**src/rtl/exint_ctrl.sv**
```systemverilog
// External interrupt controller: synchronises async IRQ lines, latches enabled
// rising edges as pending, and issues one non-nesting trap request at a time.
module exint_ctrl #(
  parameter int IRQ_NUM     = 8,
  parameter int SYNC_STAGES = 2
) (
  input  logic                       clk,
  input  logic                       rst_n,
  input  logic [IRQ_NUM-1:0]         irq_i,
  input  logic                       en_we_i,
  input  logic [IRQ_NUM-1:0]         en_wdata_i,
  output logic [IRQ_NUM-1:0]         en_o,
  output logic [IRQ_NUM-1:0]         pend_o,
  output logic                       ex_trap_o,
  output logic [$clog2(IRQ_NUM)-1:0] trap_id_o,
  input  logic                       trap_ack_i,
  input  logic                       trap_done_i,
  output logic                       busy_o
);

  localparam int ID_W = $clog2(IRQ_NUM);

  typedef enum logic [1:0] {IDLE, REQ, SERV} state_t;

  logic [IRQ_NUM-1:0] sync_reg [SYNC_STAGES];
  logic [IRQ_NUM-1:0] sync_out;
  logic [IRQ_NUM-1:0] sync_d_reg;
  logic [IRQ_NUM-1:0] edge_det;
  logic [IRQ_NUM-1:0] en_reg;
  logic [IRQ_NUM-1:0] pend_reg;
  logic [IRQ_NUM-1:0] pend_next;
  logic [IRQ_NUM-1:0] cand;
  logic [IRQ_NUM-1:0] clr_mask;
  logic [ID_W-1:0]    sel_id;
  logic [ID_W-1:0]    id_reg;
  logic [ID_W-1:0]    id_next;
  state_t             state_reg;
  state_t             state_next;
  logic               ack_clr;
  logic               ex_trap_reg;
  logic               ex_trap_next;
  logic               busy_reg;
  logic               busy_next;

  // sync_d_reg resets to 0, so a line held high through reset yields one edge.
  always_ff @(posedge clk or negedge rst_n) begin
    if (!rst_n) begin
      for (int s = 0; s < SYNC_STAGES; s++) sync_reg[s] <= '0;
      sync_d_reg <= '0;
    end else begin
      sync_reg[0] <= irq_i;
      for (int s = 1; s < SYNC_STAGES; s++) sync_reg[s] <= sync_reg[s-1];
      sync_d_reg <= sync_out;
    end
  end

  assign sync_out = sync_reg[SYNC_STAGES-1];
  assign edge_det = sync_out & ~sync_d_reg;
  assign cand     = pend_reg & en_reg;

  always_comb begin
    sel_id = '0;
    for (int k = IRQ_NUM - 1; k >= 0; k--) begin
      if (cand[k]) sel_id = ID_W'(k);
    end
  end

  always_comb begin
    clr_mask = '0;
    if (ack_clr) clr_mask[id_reg] = 1'b1;
    // Set is applied after clear so a coincident new edge survives the ack.
    pend_next = (pend_reg & ~clr_mask) | (edge_det & en_reg);
  end

  always_comb begin
    state_next = state_reg;
    id_next    = id_reg;
    ack_clr    = 1'b0;
    case (state_reg)
      IDLE: begin
        if (|cand) begin
          id_next    = sel_id;
          state_next = REQ;
        end
      end
      REQ: begin
        if (trap_ack_i) begin
          ack_clr    = 1'b1;
          state_next = SERV;
        end
      end
      SERV: begin
        if (trap_done_i) state_next = IDLE;
      end
      default: state_next = IDLE;
    endcase
    ex_trap_next = (state_next == REQ);
    busy_next    = (state_next == SERV);
  end

  always_ff @(posedge clk or negedge rst_n) begin
    if (!rst_n) begin
      state_reg   <= IDLE;
      id_reg      <= '0;
      en_reg      <= '0;
      pend_reg    <= '0;
      ex_trap_reg <= 1'b0;
      busy_reg    <= 1'b0;
    end else begin
      state_reg   <= state_next;
      id_reg      <= id_next;
      pend_reg    <= pend_next;
      ex_trap_reg <= ex_trap_next;
      busy_reg    <= busy_next;
      if (en_we_i) en_reg <= en_wdata_i;
    end
  end

  assign en_o      = en_reg;
  assign pend_o    = pend_reg;
  assign ex_trap_o = ex_trap_reg;
  assign trap_id_o = id_reg;
  assign busy_o    = busy_reg;

endmodule

```
**config.mk**
```make
export PLATFORM = sky130hd
export DESIGN_NAME = exint_ctrl
export DESIGN_NICKNAME = d
export VERILOG_FILES = /design/src/rtl/exint_ctrl.sv
export SDC_FILE = /design/constraint.sdc
export NUM_CORES = 1
export LEC_CHECK = 0
export CAP_MARGIN = 10
export CORE_MARGIN = 4
export CORE_UTILIZATION = 47
export CTS_CLUSTER_SIZE = 10
export DETAILED_ROUTE_END_ITERATION = 6
export PLACE_DENSITY_LB_ADDON = 0.12
export SYNTH_ARGS = -nofsm -noshare
export SYNTH_HDL_FRONTEND = slang
export SYNTH_SLANG_ARGS = --single-unit
```
**constraint.sdc**
```tcl
create_clock -name clk -period 1.7 [get_ports clk]
set_input_delay 0.51 -clock clk [delete_from_list [all_inputs] [get_ports clk]]
set_output_delay 0.51 -clock clk [all_outputs]
set_load 0.01 [all_outputs]
```
Word-level counts from Yosys, hierarchy flattened

Index checks and enable logic that the tools add are counted.
W data, S select, Z words.

Output and inout port bits: 21
Register bits: 47
Input port bits: 21

Muxes and demuxes: 17
Reductions and logical operators: 4
Eq/ne operators: 4
Order comparisons: 2
Bitwise logic cells: 7

Operators by type and width:

| cell                 | count |
|---|---|
| $and A8 B8 Y8        | 4 |
| $mux W3              | 8 |
| $not A8 Y8           | 2 |
| $mux W8              | 1 |
| $or A8 B8 Y8         | 1 |
| $reduce_or A8 Y1     | 1 |
| $mux W2              | 3 |
| $pmux W2 S3          | 1 |
| $eq A2 B1 Y1 const B | 2 |
| $eq A2 B2 Y1 const B | 2 |
| $lt A3 B4 Y1 const B | 1 |
| $demux W1 S3         | 1 |
| $ge A3 B1 Y1 const B | 1 |
| $mux W1              | 3 |
| $logic_not A2 Y1     | 1 |
| $reduce_and A2 Y1    | 1 |
| $logic_and A1 B1 Y1  | 1 |

Logic depth before layout (Yosys ltp)

Depth after elaboration: 9
Depth in mapped cells: 4
Mapped depth without buffers: 4

Worst setup path before layout

No wires, ideal clock.

Kind: register to register
From: reg en_reg[2], in the netlist en_o[2]
To: reg ex_trap_reg, in the netlist ex_trap_o
Cell stages (with the launch flop): 5
Period minus slack after synthesis: 1.274 ns
Data arrival time: 1.142 ns
Data required time: 1.568 ns
Setup time: 0.132 ns
Setup slack: 0.426 ns
Cell sequence: dfrtp_1 > a22oi_2 > nand4_1 > nor3_1 > a211oi_1

Cells in the longest elaborated chain, start to end: 5

RTL lines:

| what                   | line | source |
|---|---|---|
| start, declared        | 29   | `logic [IRQ_NUM-1:0] en_reg;` |
| start signal, assigned | 115  | `if (en_we_i) en_reg <= en_wdata_i;` |
| $and A8 B8 Y8          | 59   | `assign cand = pend_reg & en_reg;` |
| $reduce_or A8 Y1       | 81   | `if (\|cand) begin` |
| $mux W2                | 81   |  |
| $pmux W2 S3            | 79   | `case (state_reg)` |
| $eq A2 B1 Y1           | 97   | `ex_trap_next = (state_next == REQ);` |
| net ex_trap_next       | 41   | `logic ex_trap_next;` |
| end signal, assigned   | 113  | `ex_trap_reg <= ex_trap_next;` |
| end, declared          | 40   | `logic ex_trap_reg;` |

The timed path passes the listed nets, and every way through them passes these cells.
A chain may end at the register's enable or synchronous reset.

Worst setup path after layout

From: reg pend_reg[6], in the netlist pend_o[6]
To: out pend_o[6]

RTL lines:

| what                   | line | source |
|---|---|---|
| start, declared        | 30   | `logic [IRQ_NUM-1:0] pend_reg;` |
| start signal, assigned | 112  | `pend_reg <= pend_next;` |
| end, declared          | 13   | `output logic [IRQ_NUM-1:0] pend_o,` |

No word-level cell between the ends.

==> results.txt <==
* Post-layout util: roughly 70%
- Clock latency on the worst-skew pair: roughly 0.36 ns
- Static timing analysis puts the maximum clock frequency at between 0.6 and 0.7 GHz.
- Sequential elements use between 70 and 80% of the synthesized area.
- Clock tree skew after final layout: 0.00641 ns
- The number of max-slew violations in the final report was 0.
- Antenna Cells: 0
- Before antenna repair, the detailed router went through 4 iterations.
- For the pin with the worst max-slew slack, the measured transition is about 0.43 ns.
* Combined flip-flop and latch cell area: between 0.001 and 0.0015 sq mm
- Detailed-routed wire length on met3: between 150 and 200 um
- DR vias: about 1200
* CP Capture Type: output pin
* Final ANT Viol Nets: 0
- Once the floorplan was initialized, standard cells occupied roughly 49% of the core.
- Synthesized cell area: about 0.0016 sq mm
- Counting both buffers and inverters, the worst setup path holds a total of 1.
- Worst path required time: roughly 1.2 ns
- For this block, the initial DRC count from the detailed router was 86.
- Top delay family on crit path: flip-flops
* Area of combinational cells with multiple inputs: 457 sq um
- By startpoint and endpoint, the worst setup path is classified as flop to output pin.
* Overall Power: between 0.003 and 0.004 W
* Delay contributed by the slowest stage of the critical path: about 0.41 ns
- Most common cell after layout, fill and taps aside: sky130_fd_sc_hd__dfrtp_1
- The tree built by TritonCTS fans out to between 40 and 50 sinks.
* NumNets Final: 207
- Across every metal layer, demand over resource in global routing totals 18.0%.
* Syn avg cell area: about 14 sq um
* Pwr Density: between 1000 and 1500 mW/mm^2
- Type of element launching the critical path: flop
- Critical path data arrival time: ~1.1 ns
- # Max-Cap Violations: 0
- The run finished with clean final reports.
- Share of cells above drive strength 1: 21.9%
* Distinct cell type count of the synthesized netlist: 27
- Hold/Removal Path Class: primary input to async pin
- After legalization and detailed placement, the total HPWL measured 2490 um.
- On the critical path, the stage with the largest delay is an instance of sky130_fd_sc_hd__dfrtp_1.
- Final hold vios: 0
* Uppermost routed layer: met4
* Wire length on met2: between 1500 and 2000 um
* Number of buffers on the longest clock path: 2
- Summed over all cells, the static leakage comes to 1.00 nW.
* Congestion Overflow GR: 0
- The via count of the first global-routing pass is 1180.
- between 40 and 50 I/O pins were placed.
- Setup violations remaining at the end of the flow were counted as 0.
- Post-Route M1 WL: 1400 um
* Final Cycle Share: ~93%
- Clock tree root buffer cell: sky130_fd_sc_hd__clkbuf_4
- Most frequent cells in the layout: sky130_fd_sc_hd__dfrtp_1, sky130_fd_sc_hd__dlygate4sd2_1, sky130_fd_sc_hd__clkdlybuf4s50_1, sky130_fd_sc_hd__buf_4, sky130_fd_sc_hd__nand2_1
- Number of buffers created by CTS: 5
- After detailed routing, the total wire length is around 3400 um.
- Maximum number of pins on one net before global-route repair: 30
- TritonCTS built the clock tree.
* Clock-pin slew reported for the worst setup and hold paths after clock tree synthesis: between 0.1 and 0.15 ns
- Register bit total from synthesis: 47
- The region available for standard cell placement spans 0.00336 sq mm.
- The die covers between 0.004 and 0.005 sq mm.
- Weighted congestion reported at the end of routability-driven placement: 0.796
- In this run the tightest slew margin relative to its limit is between 70% and 80%.
- After detailed routing, the average wire length per cell comes to 14.6 um.
* Signed area change from the synthesized netlist to the final layout: 41.3%
- Warnings from Yosys: 0
- For the finished layout, the period the worst path requires is between 1.5 and 2 ns.
* Vertical die dimension: about 67 um
* Post-synth net total: 140
- Vias per std cell: approximately 5.0
* Synthesized netlist cell count: around 120
* Count of standard-cell rows: 21
* H-tree lvl count: 2
- Of all nets on the critical path, the largest fanout is 3.
* Die W: about 67 um
* Antenna violations before repair: 0
- Remaining design rule violation count: 0
- The first global-routing pass estimated between 5000 and 6000 um of wire.
- RSZ-0062 raised after global routing: no
- # port buffers: 41
- Across the VDD grid, the largest voltage drop is approximately 0.00058 V.
- Fill cells in the final layout number between 200 and 300.
- Cells traversed along the worst timing path: dlygate4sd2_1
[final cells by class]
type                            instances  share of cell area [%]
Sequential cell                        47                    50.8
Timing Repair Buffer                   61                    23.9
Multi-Input combinational cell         70                    19.7
Clock buffer                            8                    2.97
Tap cell                               46                    2.48
Inverter                                1                   0.162
[path summary, 6_finish.rpt]
| path | from | to | slack (ns) | cells past startpoint |
|---|---|---|---|---|
| setup / recovery | pend_o[6] | pend_o[6] | 0.12 | 1 |
| hold / removal | rst_n | sync_out[4] | 0.07 | 1 |
| setup reg to reg | en_o[4] | ex_trap_o | 0.25 | 5 |
| hold reg to reg | sync_reg[12] | sync_out[4] | 0.36 | 0 |
| max in group asynchronous | rst_n | en_o[2] | 1.14 | 2 |
| min in group clk | sync_reg[12] | sync_out[4] | 0.36 | 0 |
[through the flow]
stage,TNS [ns],cell area (sq um),hold slack [ns],cells,setup slack (ns)
2_1_floorplan,0,1640,0.214,119,0.426
3_3_place_gp,-0.312,2180,0.333,213,-0.0845
3_5_place_dp,-0.415,2180,0.335,213,-0.0989
4_1_cts,0,2320,0.0630,233,0.0990
5_1_grt,0,2320,0.0674,233,0.0426
6_report,0,2320,0.0694,233,0.125
[routing by layer]
layer,vias up,GRT usage [%]
li1,554,-
met1,572,21.9
met2,27,29.0
met3,8,6.41
met4,0,7.59
met5,-,0
[where the power goes]
part	leakage (nW)	switching (W)	internal (W)	total (W)
combinational	0.426	0.000538	0.000540	0.00108
sequential	0.536	0.000135	0.00133	0.00146
clock	0.0386	0.000326	0.000244	0.000569
total	1.00	0.000999	0.00211	0.00311
[timing repair]
| item | CTS | global route |
|---|---|---|
| setup buffers | 12 | 0 |
| hold endpoints to repair | 0 | 0 |
| resized for setup | 21 | 0 |
| hold buffers | 0 | 0 |
| setup endpoints to repair | 21 | 0 |
[synthesized netlist by cell type]
library cell                count  area, sq um
sky130_fd_sc_hd__nand2b_1       3         18.8
sky130_fd_sc_hd__nand2_1       16         60.1
sky130_fd_sc_hd__or3_4          1         11.3
sky130_fd_sc_hd__and2_1         1         6.26
sky130_fd_sc_hd__inv_1          1         3.75
sky130_fd_sc_hd__a22oi_2        1         12.5
sky130_fd_sc_hd__o21ai_0       10         50.1
sky130_fd_sc_hd__a21oi_1        5         25.0
sky130_fd_sc_hd__nor3_1         1         5.00
sky130_fd_sc_hd__a32o_1         1         10.0
sky130_fd_sc_hd__mux2_2         8         90.1
sky130_fd_sc_hd__a22oi_1        1         7.51
sky130_fd_sc_hd__nand3b_1       8         60.1
sky130_fd_sc_hd__nand4b_1       1         8.76
sky130_fd_sc_hd__dfrtp_1       47         1180
sky130_fd_sc_hd__a31o_2         1         8.76
sky130_fd_sc_hd__o31ai_2        1         12.5
sky130_fd_sc_hd__o2bb2ai_1      1         8.76
sky130_fd_sc_hd__nand2_2        1         6.26
sky130_fd_sc_hd__o31ai_1        1         7.51
sky130_fd_sc_hd__a211oi_1       2         15.0
sky130_fd_sc_hd__o211ai_1       1         7.51
sky130_fd_sc_hd__nor2_1         2         7.51
sky130_fd_sc_hd__nand4_1        1         6.26
sky130_fd_sc_hd__nand3_1        1         5.00
sky130_fd_sc_hd__a31oi_1        1         6.26
sky130_fd_sc_hd__clkbuf_1       1         3.75
[cell families after synthesis]
family / Yosys count / synth area share, %
compound gates: 26 / 10.5
buf+inv: 2 / 0.457
simple gates: 36 / 11.9
flops: 47 / 71.7
mux: 8 / 5.49
No activity file was read; power rests on OpenSTA's default activity.
